--- src/rtl/wb_host_master.sv ---
// wb_host_master
// Wishbone classic single-transfer initiator. Accepts one command at a time
// from a valid/ready stream, runs one read or write on the wbm_* port, and
// returns the result (read data or a timeout error) on a valid/ready
// response stream. Timed-out transfers are tallied in a saturating counter.
//
// Ports:
//   clk, rst_n            clock, synchronous active-low reset
//   cmd_valid/cmd_ready   command handshake; cmd_we/adr/dat/sel payload
//   rsp_valid/rsp_ready   response handshake; rsp_dat/rsp_err payload
//   wbm_*                 Wishbone classic master signals
//   busy                  high whenever a command is being processed
//   err_count             saturating count of timeout aborts since reset
module wb_host_master #(
  parameter  int ADR_W    = 32,
  parameter  int DAT_W    = 32,
  parameter  int TIMEOUT  = 256,
  parameter  int ERRCNT_W = 8,
  localparam int SEL_W    = DAT_W / 8
) (
  input  logic                clk,
  input  logic                rst_n,
  input  logic                cmd_valid,
  output logic                cmd_ready,
  input  logic                cmd_we,
  input  logic [ADR_W-1:0]    cmd_adr,
  input  logic [DAT_W-1:0]    cmd_dat,
  input  logic [SEL_W-1:0]    cmd_sel,
  output logic                rsp_valid,
  input  logic                rsp_ready,
  output logic [DAT_W-1:0]    rsp_dat,
  output logic                rsp_err,
  output logic                wbm_cyc_o,
  output logic                wbm_stb_o,
  output logic                wbm_we_o,
  output logic [SEL_W-1:0]    wbm_sel_o,
  output logic [ADR_W-1:0]    wbm_adr_o,
  output logic [DAT_W-1:0]    wbm_dat_o,
  input  logic [DAT_W-1:0]    wbm_dat_i,
  input  logic                wbm_ack_i,
  output logic                busy,
  output logic [ERRCNT_W-1:0] err_count
);

  // Counter only needs to reach TIMEOUT-1: the abort fires on the edge that
  // ends the TIMEOUT-th STB cycle, when the count still reads TIMEOUT-1.
  localparam int CNT_W = $clog2(TIMEOUT);
  localparam logic [CNT_W-1:0] CNT_LAST = CNT_W'(TIMEOUT - 1);

  typedef enum logic [1:0] {
    ST_IDLE = 2'd0,
    ST_BUS  = 2'd1,
    ST_RESP = 2'd2
  } state_t;

  state_t              state_r,   state_s;
  logic                cyc_r,     cyc_s;
  logic                we_r,      we_s;
  logic [SEL_W-1:0]    sel_r,     sel_s;
  logic [ADR_W-1:0]    adr_r,     adr_s;
  logic [DAT_W-1:0]    dat_r,     dat_s;
  logic                rvalid_r,  rvalid_s;
  logic [DAT_W-1:0]    rdat_r,    rdat_s;
  logic                rerr_r,    rerr_s;
  logic [ERRCNT_W-1:0] errcnt_r,  errcnt_s;
  logic [CNT_W-1:0]    tmo_cnt_r, tmo_cnt_s;

  function automatic logic [ERRCNT_W-1:0] sat_inc(input logic [ERRCNT_W-1:0] v);
    if (v == {ERRCNT_W{1'b1}}) begin
      sat_inc = v;
    end else begin
      sat_inc = v + ERRCNT_W'(1);
    end
  endfunction

  // Next-state and next-output logic for the transfer FSM.
  always_comb begin
    state_s   = state_r;
    cyc_s     = cyc_r;
    we_s      = we_r;
    sel_s     = sel_r;
    adr_s     = adr_r;
    dat_s     = dat_r;
    rvalid_s  = rvalid_r;
    rdat_s    = rdat_r;
    rerr_s    = rerr_r;
    errcnt_s  = errcnt_r;
    tmo_cnt_s = tmo_cnt_r;
    case (state_r)
      ST_IDLE: begin
        if (cmd_valid) begin
          state_s   = ST_BUS;
          cyc_s     = 1'b1;
          we_s      = cmd_we;
          sel_s     = cmd_sel;
          adr_s     = cmd_adr;
          dat_s     = cmd_dat;
          tmo_cnt_s = {CNT_W{1'b0}};
        end else begin
          state_s = ST_IDLE;
        end
      end
      ST_BUS: begin
        // ACK has priority over the timeout on the final cycle.
        if (wbm_ack_i) begin
          state_s  = ST_RESP;
          cyc_s    = 1'b0;
          we_s     = 1'b0;
          sel_s    = {SEL_W{1'b0}};
          rvalid_s = 1'b1;
          rerr_s   = 1'b0;
          rdat_s   = we_r ? {DAT_W{1'b0}} : wbm_dat_i;
        end else if (tmo_cnt_r == CNT_LAST) begin
          state_s  = ST_RESP;
          cyc_s    = 1'b0;
          we_s     = 1'b0;
          sel_s    = {SEL_W{1'b0}};
          rvalid_s = 1'b1;
          rerr_s   = 1'b1;
          rdat_s   = {DAT_W{1'b0}};
          errcnt_s = sat_inc(errcnt_r);
        end else begin
          tmo_cnt_s = tmo_cnt_r + CNT_W'(1);
        end
      end
      ST_RESP: begin
        if (rsp_ready) begin
          state_s  = ST_IDLE;
          rvalid_s = 1'b0;
        end else begin
          state_s = ST_RESP;
        end
      end
      default: begin
        state_s  = ST_IDLE;
        cyc_s    = 1'b0;
        we_s     = 1'b0;
        sel_s    = {SEL_W{1'b0}};
        rvalid_s = 1'b0;
      end
    endcase
  end

  // State and output registers with synchronous active-low reset.
  always_ff @(posedge clk) begin
    if (!rst_n) begin
      state_r   <= ST_IDLE;
      cyc_r     <= 1'b0;
      we_r      <= 1'b0;
      sel_r     <= {SEL_W{1'b0}};
      adr_r     <= {ADR_W{1'b0}};
      dat_r     <= {DAT_W{1'b0}};
      rvalid_r  <= 1'b0;
      rdat_r    <= {DAT_W{1'b0}};
      rerr_r    <= 1'b0;
      errcnt_r  <= {ERRCNT_W{1'b0}};
      tmo_cnt_r <= {CNT_W{1'b0}};
    end else begin
      state_r   <= state_s;
      cyc_r     <= cyc_s;
      we_r      <= we_s;
      sel_r     <= sel_s;
      adr_r     <= adr_s;
      dat_r     <= dat_s;
      rvalid_r  <= rvalid_s;
      rdat_r    <= rdat_s;
      rerr_r    <= rerr_s;
      errcnt_r  <= errcnt_s;
      tmo_cnt_r <= tmo_cnt_s;
    end
  end

  // CYC and STB are identical for single classic transfers.
  assign wbm_cyc_o = cyc_r;
  assign wbm_stb_o = cyc_r;
  assign wbm_we_o  = we_r;
  assign wbm_sel_o = sel_r;
  assign wbm_adr_o = adr_r;
  assign wbm_dat_o = dat_r;
  assign rsp_valid = rvalid_r;
  assign rsp_dat   = rdat_r;
  assign rsp_err   = rerr_r;
  assign err_count = errcnt_r;
  assign cmd_ready = (state_r == ST_IDLE);
  assign busy      = (state_r != ST_IDLE);

endmodule

--- config.mk ---
export PLATFORM = sky130hd
export DESIGN_NAME = wb_host_master
export DESIGN_NICKNAME = d
export VERILOG_FILES = /design/src/rtl/wb_host_master.sv
export SDC_FILE = /design/constraint.sdc
export NUM_CORES = 1
export LEC_CHECK = 0
export ABC_AREA = 1
export ABC_CLOCK_PERIOD_IN_PS = 1800
export CORE_MARGIN = 4
export CORE_UTILIZATION = 37
export CTS_CLUSTER_SIZE = 10
export DETAILED_ROUTE_END_ITERATION = 12
export GPL_ROUTABILITY_DRIVEN = 0
export PLACE_DENSITY_LB_ADDON = 0.1
export SYNTH_ARGS = -nofsm -noshare
export SYNTH_HDL_FRONTEND = slang
export SYNTH_SLANG_ARGS = --single-unit
--- constraint.sdc ---
create_clock -name clk -period 1.8 [get_ports clk]
set_input_delay 0.27 -clock clk [delete_from_list [all_inputs] [get_ports clk]]
set_output_delay 0.27 -clock clk [all_outputs]
set_load 0.05 [all_outputs]
Yosys cells after proc, flatten, opt, wreduce, memory -nomap -nowiden
Index checks and enable logic that the tools add are counted.
{"block": "classes", "bitwise": 4, "shifts": 0, "n_eq_ne": 9, "n_div": 0, "n_reduce_logical": 10, "n_addsub": 2, "n_lt_le_gt_ge": 0, "n_mux": 27, "mul": 0}
{"operator": "$mux 32", "n": 3}
{"operator": "$mux 8", "n": 3}
{"operator": "$add 8x1->8 const B", "n": 2}
{"operator": "$eq 8x8->1 const B", "n": 2}
{"operator": "$pmux 8 s2", "n": 1}
{"operator": "$mux 4", "n": 3}
{"operator": "$pmux 4 s3", "n": 1}
{"operator": "$mux 1", "n": 9}
{"operator": "$pmux 1 s3", "n": 3}
{"operator": "$ne 2x2->1 const B", "n": 4}
{"operator": "$reduce_and 4->1", "n": 2}
{"operator": "$mux 2", "n": 3}
{"operator": "$pmux 2 s3", "n": 1}
{"operator": "$reduce_and 3->1", "n": 2}
{"operator": "$reduce_bool 2->1", "n": 3}
{"operator": "$not 1->1", "n": 4}
{"operator": "$reduce_and 2->1", "n": 2}
{"operator": "$ne 3x3->1 const B", "n": 1}
{"operator": "$eq 2x1->1 const B", "n": 1}
{"operator": "$eq 2x2->1 const B", "n": 1}
{"operator": "$logic_not 2->1", "n": 1}
{"block": "totals", "latch_bits": 0, "mem_count": 0, "word_cells": 63, "ramBits": 0, "out_inout_bits": 115, "ff_bits": 122, "mem_bits_ro": 0}

Depth between registers and ports, before layout
Gate-level depths: netlist of run 1.
{"block": "logic_depth", "depth_word": 4, "ltp_mapped": 10}

Worst setup path before layout of run 1
OpenSTA, ideal clock, no wires.
{"block": "synth_timing", "kind": "register to register", "startpoint": "register errcnt_r[0] (netlist: err_count[0])", "endpoint": "register errcnt_r[6] (netlist: err_count[6])", "setup_ps": 113, "arrival_time_ps": 1591, "synth_period_minus_slack_ps": 1705, "stages_incl_launch_ff": 9, "n_path_buf": 0, "slack_ps": 95, "path_cell_list": "dfxtp_1 -> ha_1 -> nand2_1 -> nor2_1 -> a21oi_1 -> nand2_2 -> nand2_1 -> nand2_1 -> nor2_1"}
{"block": "synth_via", "elab_chain_len": 3}
{"element": "start, declared", "line": "65", "rtl": "logic [ERRCNT_W-1:0] errcnt_r, errcnt_s;"}
{"element": "start signal, assigned", "line": "156", "rtl": "errcnt_r <= {ERRCNT_W{1'b0}};"}
{"element": "start signal, assigned", "line": "168", "rtl": "errcnt_r <= errcnt_s;"}
{"element": "branches (longest 3 deep; another with $add 8x1->8)"}
Parallel ways; which one is timed is not known.
A chain may end at the register's enable or synchronous reset.

Final worst setup path of run 1
{"block": "layout_timing", "startpoint": "register tmo_cnt_r[1]", "endpoint": "register rdat_r[11] (netlist: rsp_dat[11])"}
{"block": "layout_via", "elab_chain_len": 3}
{"element": "start, declared", "line": "66", "rtl": "logic [CNT_W-1:0] tmo_cnt_r, tmo_cnt_s;"}
{"element": "start signal, assigned", "line": "157", "rtl": "tmo_cnt_r <= {CNT_W{1'b0}};"}
{"element": "start signal, assigned", "line": "169", "rtl": "tmo_cnt_r <= tmo_cnt_s;"}
{"element": "$eq 8x8->1", "line": "113", "rtl": "end else if (tmo_cnt_r == CNT_LAST) begin"}
{"element": "$reduce_bool 2->1 (no source line)"}
{"element": "$reduce_and 2->1 (no source line)"}
{"element": "end signal, assigned", "line": "154", "rtl": "rdat_r <= {DAT_W{1'b0}};"}
{"element": "end signal, assigned", "line": "166", "rtl": "rdat_r <= rdat_s;"}
{"element": "end, declared", "line": "63", "rtl": "logic [DAT_W-1:0] rdat_r, rdat_s;"}
Every way passes these cells.

==> results by group, run 1 <==
Drt
  • Antenna-violating nets left: 0
  • First-pass iteration count of the detailed router: 4
  • DRT iter0 DRCs: about 290
  • DRT Wirelength: 14590 um
  • Drt via density: roughly 4.7
  • WL/cell: 14.29 um
  • Post-route DRC: 0
  • Routed via count: 4794

Pwr
  • Clk network pwr share: between 40% and 50%
  • Sequential share of power: a little over a third
  • Switch Pwr: 2.430 mW
  • Comb power frac: about a fifth
  • Total power: 8.404 mW
  • LEAKAGE: 3.357 nW
  • Internal power: between 5 and 6 mW
  • Peak VDD IR: 725.6 uV
  • Switching share of power: 28.92%
  • Pwr/cell area: 1126 nW/um^2

Setup path
  • Crit Path Max Fanout: 20
  • CP Class: flop to flop
  • Critical Path AT: 1.95 ns
  • Worst EP required: approximately 2.2 ns
  • CP endpoint kind: flop
  • Startpoint type of the worst setup path: flop

Global route
  • Global Route met3 Usage: 9.261%
  • GR Layer Usage met1: 20.54%
  • Largest net degree at the start of global routing: 81
  • GRT overflow: 0
  • Initial antenna violation count: 0
  • GR peak layer: met2
  • Met2 usage: 36.18%
  • Overall Global Routing Usage: approximately 20%
  • Vias in the first global route: 4789
  • First-pass GRT wire length: ~23000 um

CTS
  • CTS buffer count: 17
  • Post-CTS Setup Bufs: 0
  • CTS H-tree depth: 4
  • Clock root buffer: clkbuf_16
  • CTS tree: done
  • Clk Latency, worst-skew pair: 0.41 ns
  • Clock buffer depth: 2
  • # clock sinks: 122
  • Clk slew on worst S/H paths: 0.05 ns

Floorplan
  • Core Area: around 12000 sq um
  • Die Y: 120.3 um
  • Initial Utilization: 38.36%
  • IO Pins: 221
  • DIE AREA: 14470 sq um
  • Die X: 120.3 um
  • Cell Rows: 40

Timing
  • # setup viols final: 0
  • Setup TNS: 0 ns
  • Fin crit period: 1.608 ns
  • Final period util: 89.32%
  • Final-layout worst hold slack: 0.3720 ns
  • Worst slew margin: 54.16%
  • Post-route clock skew: about 0.0063 ns
  • Worst-margin pin slew: 0.6868 ns
  • Fmax: about 0.62 GHz
  • Final hold violations: 0
  • RSZ-0062 raised after global routing: false
  • Max-slew violations: 0

Place
  • DP HPWL: 10440 um
  • Inst Count DP: slightly below 1000
  • I/O Buffers: 220

Cells and area
  • Layout cell share with drive strength beyond 1: 13.25%
  • Final nets: between 900 and 1000
  • Area growth from synthesis to layout: 59.99%
  • Final cell count without fillers: 1021
  • Antenna diode count: 0
  • Fin util: 61.38%
  • # fillers: roughly 1100

Yosys
  • Syn Area/Cell: 7.429 sq um
  • Top post-synthesis cells by count: 178 x nor2_1, 122 x dfxtp_1, 95 x nand2_1, 85 x o21ai_0, 52 x a21oi_1
  • Top FF cell, synth: dfxtp_1
  • Main area contributors after synthesis: dfxtp_1 52%, nor2_1 14%, o21ai_0 9.1%, nand2_1 7.6%, a21oi_1 5.6%
  • Post-synthesis sequential area ratio: 52.35%
  • Post-synth top area cell: dfxtp_1
  • Synth unique cells: 25
  • Async set or reset register ratio after synthesis: 0%
  • Synth top area share: 52.35%
  • Yosys warns: 0
  • Count leader, synth: nor2_1
  • Flops & latches, synth: 122
  • Post-Syn Area: 4666 sq um
  • Post-Synthesis Net Count: roughly 740
  • EDFF count, synth: 0
  • Post-Synthesis Cells: ~630

Status
  • Run status: finished clean

Job
  • Max-Cap Viols: 0

Worst hold path
  • HP Class: primary input to flop
layout by cell type, fill, tap and decap left out, types with 4 or more instances in the layout:
| master | synthesis | final |
|---|---|---|
| nor2_1 | 178 | 178 |
| o21ai_0 | 85 | 85 |
| dfxtp_1 | 122 | 122 |
| buf_4 | 9 | 57 |
| clkbuf_16 | 0 | 17 |
| inv_1 | 17 | 17 |
| inv_2 | 5 | 4 |
| nand2_2 | 7 | 7 |
| nand2_1 | 95 | 95 |
| a21oi_1 | 52 | 52 |
| clkdlybuf4s50_1 | 0 | 104 |
| buf_12 | 0 | 5 |
| o21ai_1 | 7 | 7 |
| clkbuf_8 | 0 | 8 |
| nand3_1 | 9 | 9 |
| dlygate4sd2_1 | 0 | 63 |
power groups by stage:
stage | Combinational [mW] | Sequential [mW] | Clock, mW
floorplan | 0.487 | 3.72 | 0
global placement | 1.85 | 3.06 | 0
detailed placement | 1.87 | 3.07 | 0
CTS | 1.80 | 3.01 | 3.69
global route | 1.91 | 3.04 | 3.82
finish | 1.79 | 3.01 | 3.60
cell families (layout without fill, tap and decap cells):
family,after synthesis,in the layout,synth area share [%]
simple gates,298,298,25.45
compound gates,146,146,15.77
flops,122,122,52.35
buf+inv,59,284,5.712
fa+ha+maj,2,2,0.5363
xor+xnor,1,1,0.1878
layout make-up:
type | instances | area [sq um] | share of cell area (%)
Tap cell | 168 | 210.2 | 2.816
Clock buffer | 26 | 539.3 | 7.224
Clock inverter | 6 | 105.1 | 1.408
Timing Repair Buffer | 230 | 2126 | 28.48
Sequential cell | 122 | 2442 | 32.72
Inverter | 22 | 85.08 | 1.140
Multi-Input combinational cell | 447 | 1957 | 26.22
stage by stage:
step | cell area (sq um) | setup WS (ns)
after detailed placement | 6897 | 0.07786
after global placement | 6897 | 0.1151
after CTS | 7462 | 0.07168
final | 7465 | 0.1923
after global routing | 7465 | 0.006682
after floorplan | 4666 | 0.09540
routing by layer:
layer,vias up,routed length [um]
met5,-,0
met4,0,223
met3,19,1111
met2,131,7658
met1,2204,5599
li1,2440,-
worst paths after layout:
| kind | endpoint | cells after the start | from | slack [ns] |
|---|---|---|---|---|
| worst max-delay path | rsp_dat[11] | 8 | tmo_cnt_r[1] | 0.19 |
| worst max register to register | rsp_dat[11] | 8 | tmo_cnt_r[1] | 0.19 |
| worst min-delay path | err_count[2] | 4 | rst_n | 0.37 |
| worst min register to register | tmo_cnt_r[0] | 1 | tmo_cnt_r[0] | 0.46 |
sequential cells by signal, indices dropped and copies added (netlist names):
name       count
wbm_cyc_o      1
state_r        2
wbm_dat_o     32
rsp_err        1
err_count      8
rsp_valid      1
rsp_dat       32
tmo_cnt_r      8
wbm_sel_o      4
wbm_we_o       1
wbm_adr_o     32
worst max-delay path, stage by stage, from the launching register on:
cell	delay, ns
dfxtp_1	0.35
ha_1	0.17
nand2_1	0.13
nor2_4	0.15
nand3_2	0.13
nand2_2	0.12
buf_4	0.24
o21ai_0	0.12
nor2_1	0.13
what timing repair did:
item	CTS	global route
gates resized for setup	63	2
endpoints found under the setup margin	63	14
hold buffers	0	0
No activity file was read; power rests on OpenSTA's default activity.
==> inputs of run 2 (changes only) <==
- ABC_CLOCK_PERIOD_IN_PS: 1800 -> 1700
- clock period: 1.8 -> 1.7 ns (I/O delays scaled with it)
==> run 2 against run 1 <==
Hold slack better by 0.0015 ns. Design area down 0.65%. Via count shrank 0.33%. Power rose by 2.5%. Largest power group unchanged. Critical path type unchanged. Die area unchanged. Critical path depth is the same. Final cell count up 0.59%.
==> results by group, run 2 (synthesis results as in run 1) <==
Drt
  • Drt via density: 4.652
  • Post-route DRC: 0
  • DRT iter0 DRCs: 294
  • WL/cell: about 14 um
  • Antenna-violating nets left: 0
  • Routed via count: 4778
  • First-pass iteration count of the detailed router: 4
  • DRT Wirelength: 14440 um

Timing
  • Max-slew violations: 0
  • Worst slew margin: 75.90%
  • Fmax: 0.6310 GHz
  • Fin crit period: between 1.5 and 2 ns
  • Worst-margin pin slew: between 0.3 and 0.4 ns
  • RSZ-0062 raised after global routing: false
  • # setup viols final: 0
  • Post-route clock skew: around 0.0084 ns
  • Final hold violations: 0
  • Worst setup margin: around 0.12 ns
  • Final period util: 93.22%

Cells and area
  • Most common cell after layout, fill and taps aside: nor2_1
  • # fillers: 1129
  • Most frequent cells in the layout: 178 x nor2_1, 122 x buf_4, 121 x dfxtp_1
  • Final nets: 954
  • Multi-input logic area: 1957 sq um
  • Antenna diode count: 0
  • Area growth from synthesis to layout: 58.94%
  • Sequential standard cell area: 2444 sq um
  • Fin util: 60.98%
  • Layout cell share with drive strength beyond 1: 21.19%

CTS
  • Post-cts sizing count: 0
  • Post-CTS Setup Bufs: 0
  • CTS buffer count: 17
  • Cts hold-fix bufs: 0
  • Clk Latency, worst-skew pair: 0.41 ns
  • # clock sinks: 122
  • CTS tree: done
  • Clk slew on worst S/H paths: 0.05 ns
  • CTS H-tree depth: 4
  • Clock root buffer: clkbuf_16
  • Clock buffer depth: 2

Setup path
  • Startpoint type of the worst setup path: flop
  • CP endpoint kind: flop
  • CP Class: flop to flop
  • Crit Path Max Fanout: 20
  • Worst EP required: 2.05 ns
  • Critical Path AT: roughly 1.9 ns

Pwr
  • Total power: 8.614 mW
  • Pwr/cell area: ~1200 nW/um^2
  • Peak VDD IR: 771.3 uV
  • LEAKAGE: 3.236 nW

Floorplan
  • Die X: around 120 um
  • DIE AREA: 14470 sq um
  • Die Y: 120.3 um
  • Core Area: 12160 sq um
  • IO Pins: 221
  • Initial Utilization: 38.36%
  • Cell Rows: 40

Place
  • I/O Buffers: between 200 and 250
  • Post-place setup slack: -0.00007938 ns
  • DP HPWL: 10450 um

Global route
  • Largest net degree at the start of global routing: 59
  • Overall Global Routing Usage: 19.73%
  • GRT overflow: 0
  • Initial antenna violation count: 0
  • Vias in the first global route: around 4700
  • First-pass GRT wire length: 22630 um

Job
  • Max-Cap Viols: 0

Status
  • Run status: finished clean

Worst hold path
  • HP Class: primary input to flop
## run 2: changes by cell type in the layout (fill, tap and decap cells not counted), moves of 2 or more
cell and change:
buf_12 +4, buf_4 +65, bufinv_16 -2, clkbuf_8 -2
clkinv_2 +2, dlygate4sd2_1 -63
## run 2: path summary, 6_finish.rpt
path,slack [ns],cells past startpoint,from,end
worst max-delay path,0.12,8,tmo_cnt_r[0],rsp_dat[6]
worst min-delay path,0.37,4,rst_n,rsp_dat[17]
worst max register to register,0.12,8,tmo_cnt_r[0],rsp_dat[6]
worst min register to register,0.47,2,wbm_sel_o[3],wbm_sel_o[3]
## run 2: cell type report
cell class,instances,area share [%]
tap,168,2.834
timing repair buffer,236,28.88
multi-input combinational,447,26.39
clock inverter,7,0.8436
clock buffer,25,6.951
inverter,22,1.147
sequential,122,32.95
## run 2: power breakdown
| part | switching (mW) | internal (mW) |
|---|---|---|
| registers | 0.120 | 3.08 |
| clock network | 1.22 | 2.23 |
| logic | 1.25 | 0.712 |
| total | 2.60 | 6.02 |
## run 2: metrics by stage
step	cells	TNS, ns	instance area [sq um]	hold WS [ns]
after floorplan	628	0	4667	0.3450
after global placement	995	0	6835	0.4465
after detailed placement	995	-0.00007938	6835	0.4562
after CTS	1027	0	7413	0.3548
after global routing	1027	0	7416	0.3717
final	1027	0	7416	0.3736
## run 2: layer usage
layer	GRT usage (%)	share of wire (%)	vias to the layer above
li1	-	-	2440
met1	20.37	39	2179
met5	0	0	-
met2	35.55	52	136
met4	8.924	2.1	0
met3	7.297	7.3	23
## run 2: critical path, stage by stage (launching register included)
cell and delay (ns):
dfxtp_1 0.36, ha_1 0.18, nand2_1 0.10, nor2_4 0.13, nand3_2 0.15, nand2_2 0.12
buf_4 0.24, o21ai_0 0.13, nor2_1 0.11
==> inputs of run 3 (changes only) <==
- DONT_BUFFER_PORTS: unset -> 1
- MAX_ROUTING_LAYER: unset -> met4
==> run 3 against run 2 <==
Critical endpoint is now busy. Final cell count decreased by 17%. Largest power group is now sequential cells. First-iteration DRC count fell by 48%. Global-route usage decreased by 0.70 points. Routed wire length fell by 7.4%. Die area stayed put. Design area decreased by 19%. Register-to-register slack improved by 0.02 ns.
==> results by group, run 3 (synthesis results as in run 1) <==
Cells and area
  • # fillers: roughly 1200
  • Layout cell share with drive strength beyond 1: a little over a tenth
  • Final nets: 783
  • Antenna diode count: 0
  • Most common cell after layout, fill and taps aside: nor2_1
  • Multi-input logic area: a little under 2000 sq um
  • Most frequent cells in the layout: 177 x nor2_1, 121 x dfxtp_1, 95 x nand2_1
  • Area growth from synthesis to layout: 28.18%
  • Sequential standard cell area: 2444 sq um

Drt
  • Post-route DRC: 0
  • Routed wl met3: 994 um
  • Routed via count: 4202
  • DRT Wirelength: 13360 um
  • WL/cell: 15.63 um
  • Metal-1 WL: 5356 um
  • Drt via density: 4.915
  • First-pass iteration count of the detailed router: 4
  • DRT iter0 DRCs: 152
  • Routed wl met2: approximately 6600 um
  • Max layer used: met4
  • Antenna-violating nets left: 0

Setup path
  • Startpoint type of the worst setup path: flop
  • CP endpoint kind: output pin
  • CP Class: flop to output pin
  • Critical Path AT: 1.35 ns
  • Reg2reg start: tmo_cnt_r[0]
  • R2R setup slack: 0.14 ns
  • R2R depth: 8
  • R2r endpoint: rsp_dat[7]
  • Crit Path Max Fanout: 4
  • Worst EP required: 1.44 ns

Timing
  • Final-layout worst hold slack: 0.01204 ns
  • Fin crit period: 1.605 ns
  • Worst slew margin: 53.75%
  • Worst-margin pin slew: between 0.6 and 0.7 ns
  • Setup TNS: 0 ns
  • RSZ-0062 raised after global routing: false
  • Post-route clock skew: 0.01154 ns
  • Max-slew violations: 0
  • # setup viols final: 0
  • Final hold violations: 0
  • Fmax: just over 0.6 GHz
  • Final period util: around 94%

Pwr
  • LEAKAGE: between 2 and 2.5 nW
  • Peak VDD IR: between 700 and 800 uV
  • Pwr/cell area: around 1400 nW/um^2

Global route
  • Overall Global Routing Usage: a little under a fifth
  • First-pass GRT wire length: approximately 21000 um
  • Vias in the first global route: between 4000 and 5000
  • Largest net degree at the start of global routing: 93
  • Initial antenna violation count: 1
  • GRT overflow: 0

Worst hold path
  • HP Class: primary input to flop
  • Hold depth: 2
  • Start point of the worst min-delay path: rst_n
  • Worst Hold Path EP: wbm_adr_o[31]

Status
  • Run status: finished clean

Place
  • I/O Buffers: 0
  • DP HPWL: 8653 um

Floorplan
  • Core Area: 12160 sq um
  • Cell Rows: 40
  • IO Pins: 221
  • Die X: around 120 um
  • Die Y: 120.3 um
  • Initial Utilization: 38.36%
  • DIE AREA: 14470 sq um

CTS
  • Clk Latency, worst-skew pair: 0.41 ns
  • Post-CTS Setup Bufs: 0
  • CTS buffer count: 17
  • Clock root buffer: clkbuf_16
  • # clock sinks: about 120
  • Clock buffer depth: 2
  • Clk slew on worst S/H paths: 0.05 ns
  • CTS H-tree depth: 4
  • CTS tree: done

Job
  • Max-Cap Viols: 0
-- run 3: cell types whose count changed in the layout (fill, tap and decap cells not counted), moves of 2 or more --
cell / change
a21oi_1: -2
a21oi_2: +2
buf_12: -6
buf_4: -104
bufinv_16: +2
clkdlybuf4s50_1: -104
clkinv_2: -2
dlygate4sd3_1: +43
-- run 3: worst max-delay path by stage --
stage	startpoint	end	slack, ns
3_3_place_gp	tmo_cnt_r[0]	rsp_dat[20]	0.09
2_1_floorplan	err_count[1]	err_count[6]	0.007
6_report	state_r[1]	busy	0.1
3_5_place_dp	tmo_cnt_r[0]	rsp_dat[23]	0.0006
4_1_cts	tmo_cnt_r[0]	rsp_dat[25]	0.0002
5_1_grt	tmo_cnt_r[0]	rsp_dat[11]	0.01
-- run 3: through the flow --
stage / setup slack, ns / std cells / area (sq um) / power (mW) / utilization, %
after floorplan: 0.006996 / 628 / 4667 / 4.451 / -
after global placement: 0.08832 / 780 / 4876 / 4.576 / 40.09
after detailed placement: 0.0005672 / 780 / 4876 / 4.601 / 40.09
after CTS: 0.0002225 / 855 / 5948 / 8.445 / 48.91
after global routing: 0.01173 / 855 / 5981 / 8.736 / 49.18
final: 0.09531 / 855 / 5981 / 8.368 / 49.18
-- run 3: cell type report --
class	count	area share (%)
clock buffer	24	8.389
timing repair buffer	65	10.92
tap	168	3.515
clock inverter	7	1.883
sequential	122	40.86
multi-input combinational	447	32.97
inverter	22	1.464
-- run 3: timing repair --
item | CTS | global route
hold buffers | 44 | 0
resized for setup | 0 | 10
hold endpoints to repair | 109 | 0
endpoints found under the setup margin | 0 | 34
-- run 3: power breakdown --
part / total (mW) / leakage [nW] / switching, mW / internal (mW)
clock: 3.70 / 0.302 / 1.22 / 2.48
combinational: 0.746 / 1.12 / 0.458 / 0.289
sequential: 3.92 / 1.00 / 0.840 / 3.08
total: 8.37 / 2.43 / 2.52 / 5.85
-- run 3: metal layers --
metal	vias to the layer above	track usage, %
li1	2104	-
met1	1901	21.46
met2	168	31.33
met3	29	6.268
met4	0	7.649
met5	-	-
-- run 3: critical path, stage by stage (launching register included) --
cell	delay, ns
dfxtp_1	0.34
nor2_2	0.14
buf_4	0.22
inv_1	0.05
buf_4	0.18
==> RTL edit 1 (settings of run 2) <==
Set the parameter `TIMEOUT` to 128 (it was 256).
--- a/src/rtl/wb_host_master.sv
+++ b/src/rtl/wb_host_master.sv
@@ -15,5 +15,5 @@
   parameter  int ADR_W    = 32,
   parameter  int DAT_W    = 32,
-  parameter  int TIMEOUT  = 256,
+  parameter  int TIMEOUT  = 128,
   parameter  int ERRCNT_W = 8,
   localparam int SEL_W    = DAT_W / 8
Behaviour: no difference found for any inputs over 10 cycles, from zero or initial values and one cycle with rst_n low; that may be too few to reach the edited logic, so the function may still have changed.
==> RTL edit 1 against run 2 <==
Sequential cell count shrank 1. Area after synthesis grew 0.91%. Wire length shrank 4.0%. First-iteration DRC count grew 18%. Count of clock-buffer cells in the layout shrank 2. Final area shrank 0.40%. Utilization shrank 0.50 points. Setup slack gained 0.0054 ns. Clock power grew 5%. Highest routed layer unchanged. Power grew 0.79%. Synthesized cell count shrank 0.32%.
==> RTL edit 1: results (changes against run 2) <==
| Metric | Value |
|---|---|
| # fillers | 1136 (+0.62%) |
| First DRT Iteration DRCs | 347 (+18%) |
| Yosys cell types | 27 (+8.0%) |
| DRT Wirelength | 13.85 mm (-4.0%) |
| Layout cells sized above 1 | 0.2061 (-0.005785) |
| Place WS | 0.1302 ns (+0.1303 ns) |
| Clk pin slew, worst setup/hold paths | 0.05 ns (about the same) |
| Static Leak | 3.197 nW (-1.2%) |
| Hpwl dp | 10.12 mm (-3.1%) |
| Run status | completed |
| Largest net degree at the start of global routing | 65 (+10%) |
| Vias per cell | 4.566 (-1.9%) |
| Top cells by count, synth | 151 x nor2_1, 129 x nand2_1, 121 x dfxtp_1 |
| Clock Skews | 0.005793 ns (-0.002565 ns) |
| GRT Total Usage | 0.1893 (-0.008027) |
| Syn Nets | 734 (-0.27%) |
| Post-synthesis sequential area ratio | 0.5145 (-0.008982) |
| Worst Path Max Fanout | 13 (-35%) |
| NumNets Final | 949 (-0.52%) |
| Relative slew slack | 0.7858 (+0.02684) |
| Top post-synthesis cells by area | dfxtp_1 51%, nor2_1 12%, nand2_1 10%, o21ai_0 6.4%, a21oi_1 5.4% |
| Htree depth | 4 (unchanged) |
| First-pass GRT wire length | 21.99 mm (-2.8%) |
| Vias in the first global route | 4445 (-5.1%) |
| CTS root buf | clkbuf_16 |
| Arrival time worst endpoint | 1.86 ns (-0.07 ns) |
| Worst vdd ir | 0.5666 mV (-27%) |
RTL edit 1: worst paths after layout:
| kind | endpoint | startpoint | slack (ns) | depth (start not counted) |
|---|---|---|---|---|
| max | tmo_cnt_r[2]$_SDFFE_PN0P_ | tmo_cnt_r[1]$_SDFFE_PN0P_ | 0.12 | 8 |
| min | rsp_valid$_SDFFE_PN0P_ | rst_n | 0.35 | 3 |
| max reg2reg | tmo_cnt_r[2]$_SDFFE_PN0P_ | tmo_cnt_r[1]$_SDFFE_PN0P_ | 0.12 | 8 |
| min reg2reg | rsp_dat[6]$_SDFFE_PN0P_ | rsp_dat[6]$_SDFFE_PN0P_ | 0.46 | 2 |
RTL edit 1: worst max-delay path, cell delays in order, from the launching register on:
cell and delay, ns:
dfxtp_1 0.37, ha_1 0.22, nand2_2 0.09, nor2_4 0.15, nand2_2 0.10, nand2_4 0.15, nand2_1 0.18, nand2_1 0.12
a21oi_1 0.06
RTL edit 1: stage by stage:
stage                     utilization  hold slack, ns  instance area, um2  std cells
after floorplan                     -          0.3926                4708        626
after global placement         0.5554          0.4490                6783        990
after detailed placement       0.5554          0.4531                6783        990
after CTS                      0.6044          0.3543                7381       1022
after global routing           0.6048          0.3727                7386       1022
final                          0.6048          0.3521                7386       1022
RTL edit 1: power by group through the flow:
stage	Sequential, mW	Combinational, mW	Clock (mW)
global route	3.19	2.03	3.84
CTS	3.17	1.92	3.69
floorplan	3.89	0.523	0
detailed placement	3.22	1.91	0
finish	3.16	1.90	3.62
global placement	3.21	1.89	0
RTL edit 1: kinds of logic (layout without fill, tap and decap cells):
family / Yosys count / in the layout / synth area share
AND/OR/NAND/NOR: 312 / 312 / 0.2716
XOR/XNOR: 4 / 4 / 0.007442
buffers and inverters: 66 / 294 / 0.07122
flip-flops: 121 / 121 / 0.5145
AO/OA/AOI/OAI: 121 / 121 / 0.1300
adder cells (fa/ha/maj): 2 / 2 / 0.005314
RTL edit 1: cell type report:
type / count / area share
inverters: 30 / 0.01525
multi-input cells: 439 / 0.2648
flip-flops and latches: 121 / 0.3280
repair buffers: 232 / 0.2826
clock inverters: 9 / 0.01626
well taps: 168 / 0.02846
clock buffers: 23 / 0.06471
RTL edit 1: routing by layer:
| metal | vias up | share of wire | GRT usage |
|---|---|---|---|
| li1 | 2413 | - | - |
| met5 | - | 0 | 0 |
| met2 | 161 | 0.49 | 0.3161 |
| met1 | 2075 | 0.43 | 0.2285 |
| met4 | 0 | 0.018 | 0.07578 |
| met3 | 17 | 0.065 | 0.05566 |
==> RTL edit 2 (settings of run 2) <==
Without the edit above. The 3 states of `state_t` get a one-hot encoding in 3 bits.
--- a/src/rtl/wb_host_master.sv
+++ b/src/rtl/wb_host_master.sv
@@ -48,8 +48,8 @@
   localparam logic [CNT_W-1:0] CNT_LAST = CNT_W'(TIMEOUT - 1);
 
-  typedef enum logic [1:0] {
-    ST_IDLE = 2'd0,
-    ST_BUS  = 2'd1,
-    ST_RESP = 2'd2
+  typedef enum logic [2:0] {
+    ST_IDLE = 3'b001,
+    ST_BUS  = 3'b010,
+    ST_RESP = 3'b100
   } state_t;
 
Check against the original RTL: no difference found for any inputs over 10 cycles, from zero or initial values and one cycle with rst_n low; not proved beyond that.
==> RTL edit 2 against run 2 <==
Sequential cell count grew 1. Power increased by 3.4%. Area after synthesis is 6.8% higher. Final area rose by 4.7%. Highest routed layer unchanged. Worst hold slack worse by 0.052 ns. Critical endpoint is now cmd_ready. Via count grew 6.1%. Wire length rose by 0.60%. Combinational power decreased by 14%. Setup slack worse by 0.026 ns.
==> RTL edit 2: results (changes against run 2) <==
| Metric | Value |
|---|---|
| Run status | completed |
| Worst reg2reg path endpoint | rsp_dat[11]$_SDFFE_PN0P_ |
| Delay-heaviest family, CP | flip-flops |
| Smallest hold slack | 0.3218 ns (-0.05176 ns) |
| First-pass GRT wire length | 23.04 mm (+1.8%) |
| Post-route insts no fill | 1092 (+6.3%) |
| Worst vdd ir | 0.6618 mV (-14%) |
| Worst Path Max Fanout | 5 (-75%) |
| Non-clk buf share | 0.2705 (-0.01833) |
| Vias | 5071 (+6.1%) |
| Layout sequential cell count | 123 (+0.82%) |
| Place WS | 0.007319 ns (+0.007399 ns) |
| Critical Path End | cmd_ready |
| Met3 usage | 0.07811 (+0.005145) |
| Largest net degree at the start of global routing | 70 (+19%) |
| DR WL/cell | 13.30 um (-5.4%) |
| Synth Area in Adders | 0.005023 (-0.0003408) |
| Inverters | 50 (+130%) |
| Worst flop-to-flop path startpoint | tmo_cnt_r[1]$_SDFFE_PN0P_ |
| Min Tclk post-route | 1.611 ns (+0.02646 ns) |
| First DRT Iteration DRCs | 215 (-27%) |
| Routed length on met2 | 6.880 mm (-8.3%) |
| #MultiIn Comb | 475 (+6.3%) |
| Top post-synthesis cells by area | dfxtp_1 49%, nor2_1 17%, o21ai_0 8.7%, nand2_1 6.3%, inv_1 3.3% |
| DR WL met3 | 1.474 mm (+40%) |
| Post-synthesis sequential area ratio | 0.4942 (-0.02924) |
| Relative slew slack | 0.7606 (+0.001601) |
| Worst hold endpoint | state_r[0]$_SDFFE_PN1P_ |
| Yosys cell types | 30 (+20%) |
| R2r setup slk | 0.17 ns (+0.05 ns) |
| Hold path cells | 3 (-1) |
| Switching power | 2.490 mW (-4.1%) |
| Critical path startpoint | state_r[2]$_SDFFE_PN0P_ |
| Vias in the first global route | 4894 (+4.5%) |
| Worst path max stage delay | 0.42 ns (+0.06 ns) |
| GRT Total Usage | 0.1896 (-0.007746) |
| Area of the multi-input gates | 2116 um2 (+8.1%) |
| NumNets Final | 1011 (+6.0%) |
| Met1 Use GR | 0.2206 (+0.01690) |
## RTL edit 2: cell types whose count changed after synthesis, moves of 6 or more
cell,run 2,this run
a21oi_1,52,26
buf_2,9,15
buf_4,9,1
buf_6,0,8
inv_1,17,44
nand2_1,95,84
nand3_1,9,24
nor2_1,178,223
o21ai_1,7,1
## RTL edit 2: power groups by stage
| stage | logic (mW) | clock network [mW] | registers [mW] |
|---|---|---|---|
| after global routing | 1.80 | 4.29 | 3.19 |
| after detailed placement | 1.70 | 0 | 3.22 |
| after floorplan | 0.426 | 0 | 3.81 |
| after CTS | 1.70 | 4.15 | 3.16 |
| final | 1.69 | 4.06 | 3.16 |
| after global placement | 1.68 | 0 | 3.21 |
## RTL edit 2: per-stage QoR
| step | util | instance area (um2) |
|---|---|---|
| 2_1_floorplan | - | 4982 |
| 3_3_place_gp | 0.5362 | 7073 |
| 3_5_place_dp | 0.5362 | 7073 |
| 4_1_cts | 0.5872 | 7745 |
| 5_1_grt | 0.5884 | 7761 |
| 6_report | 0.5884 | 7761 |
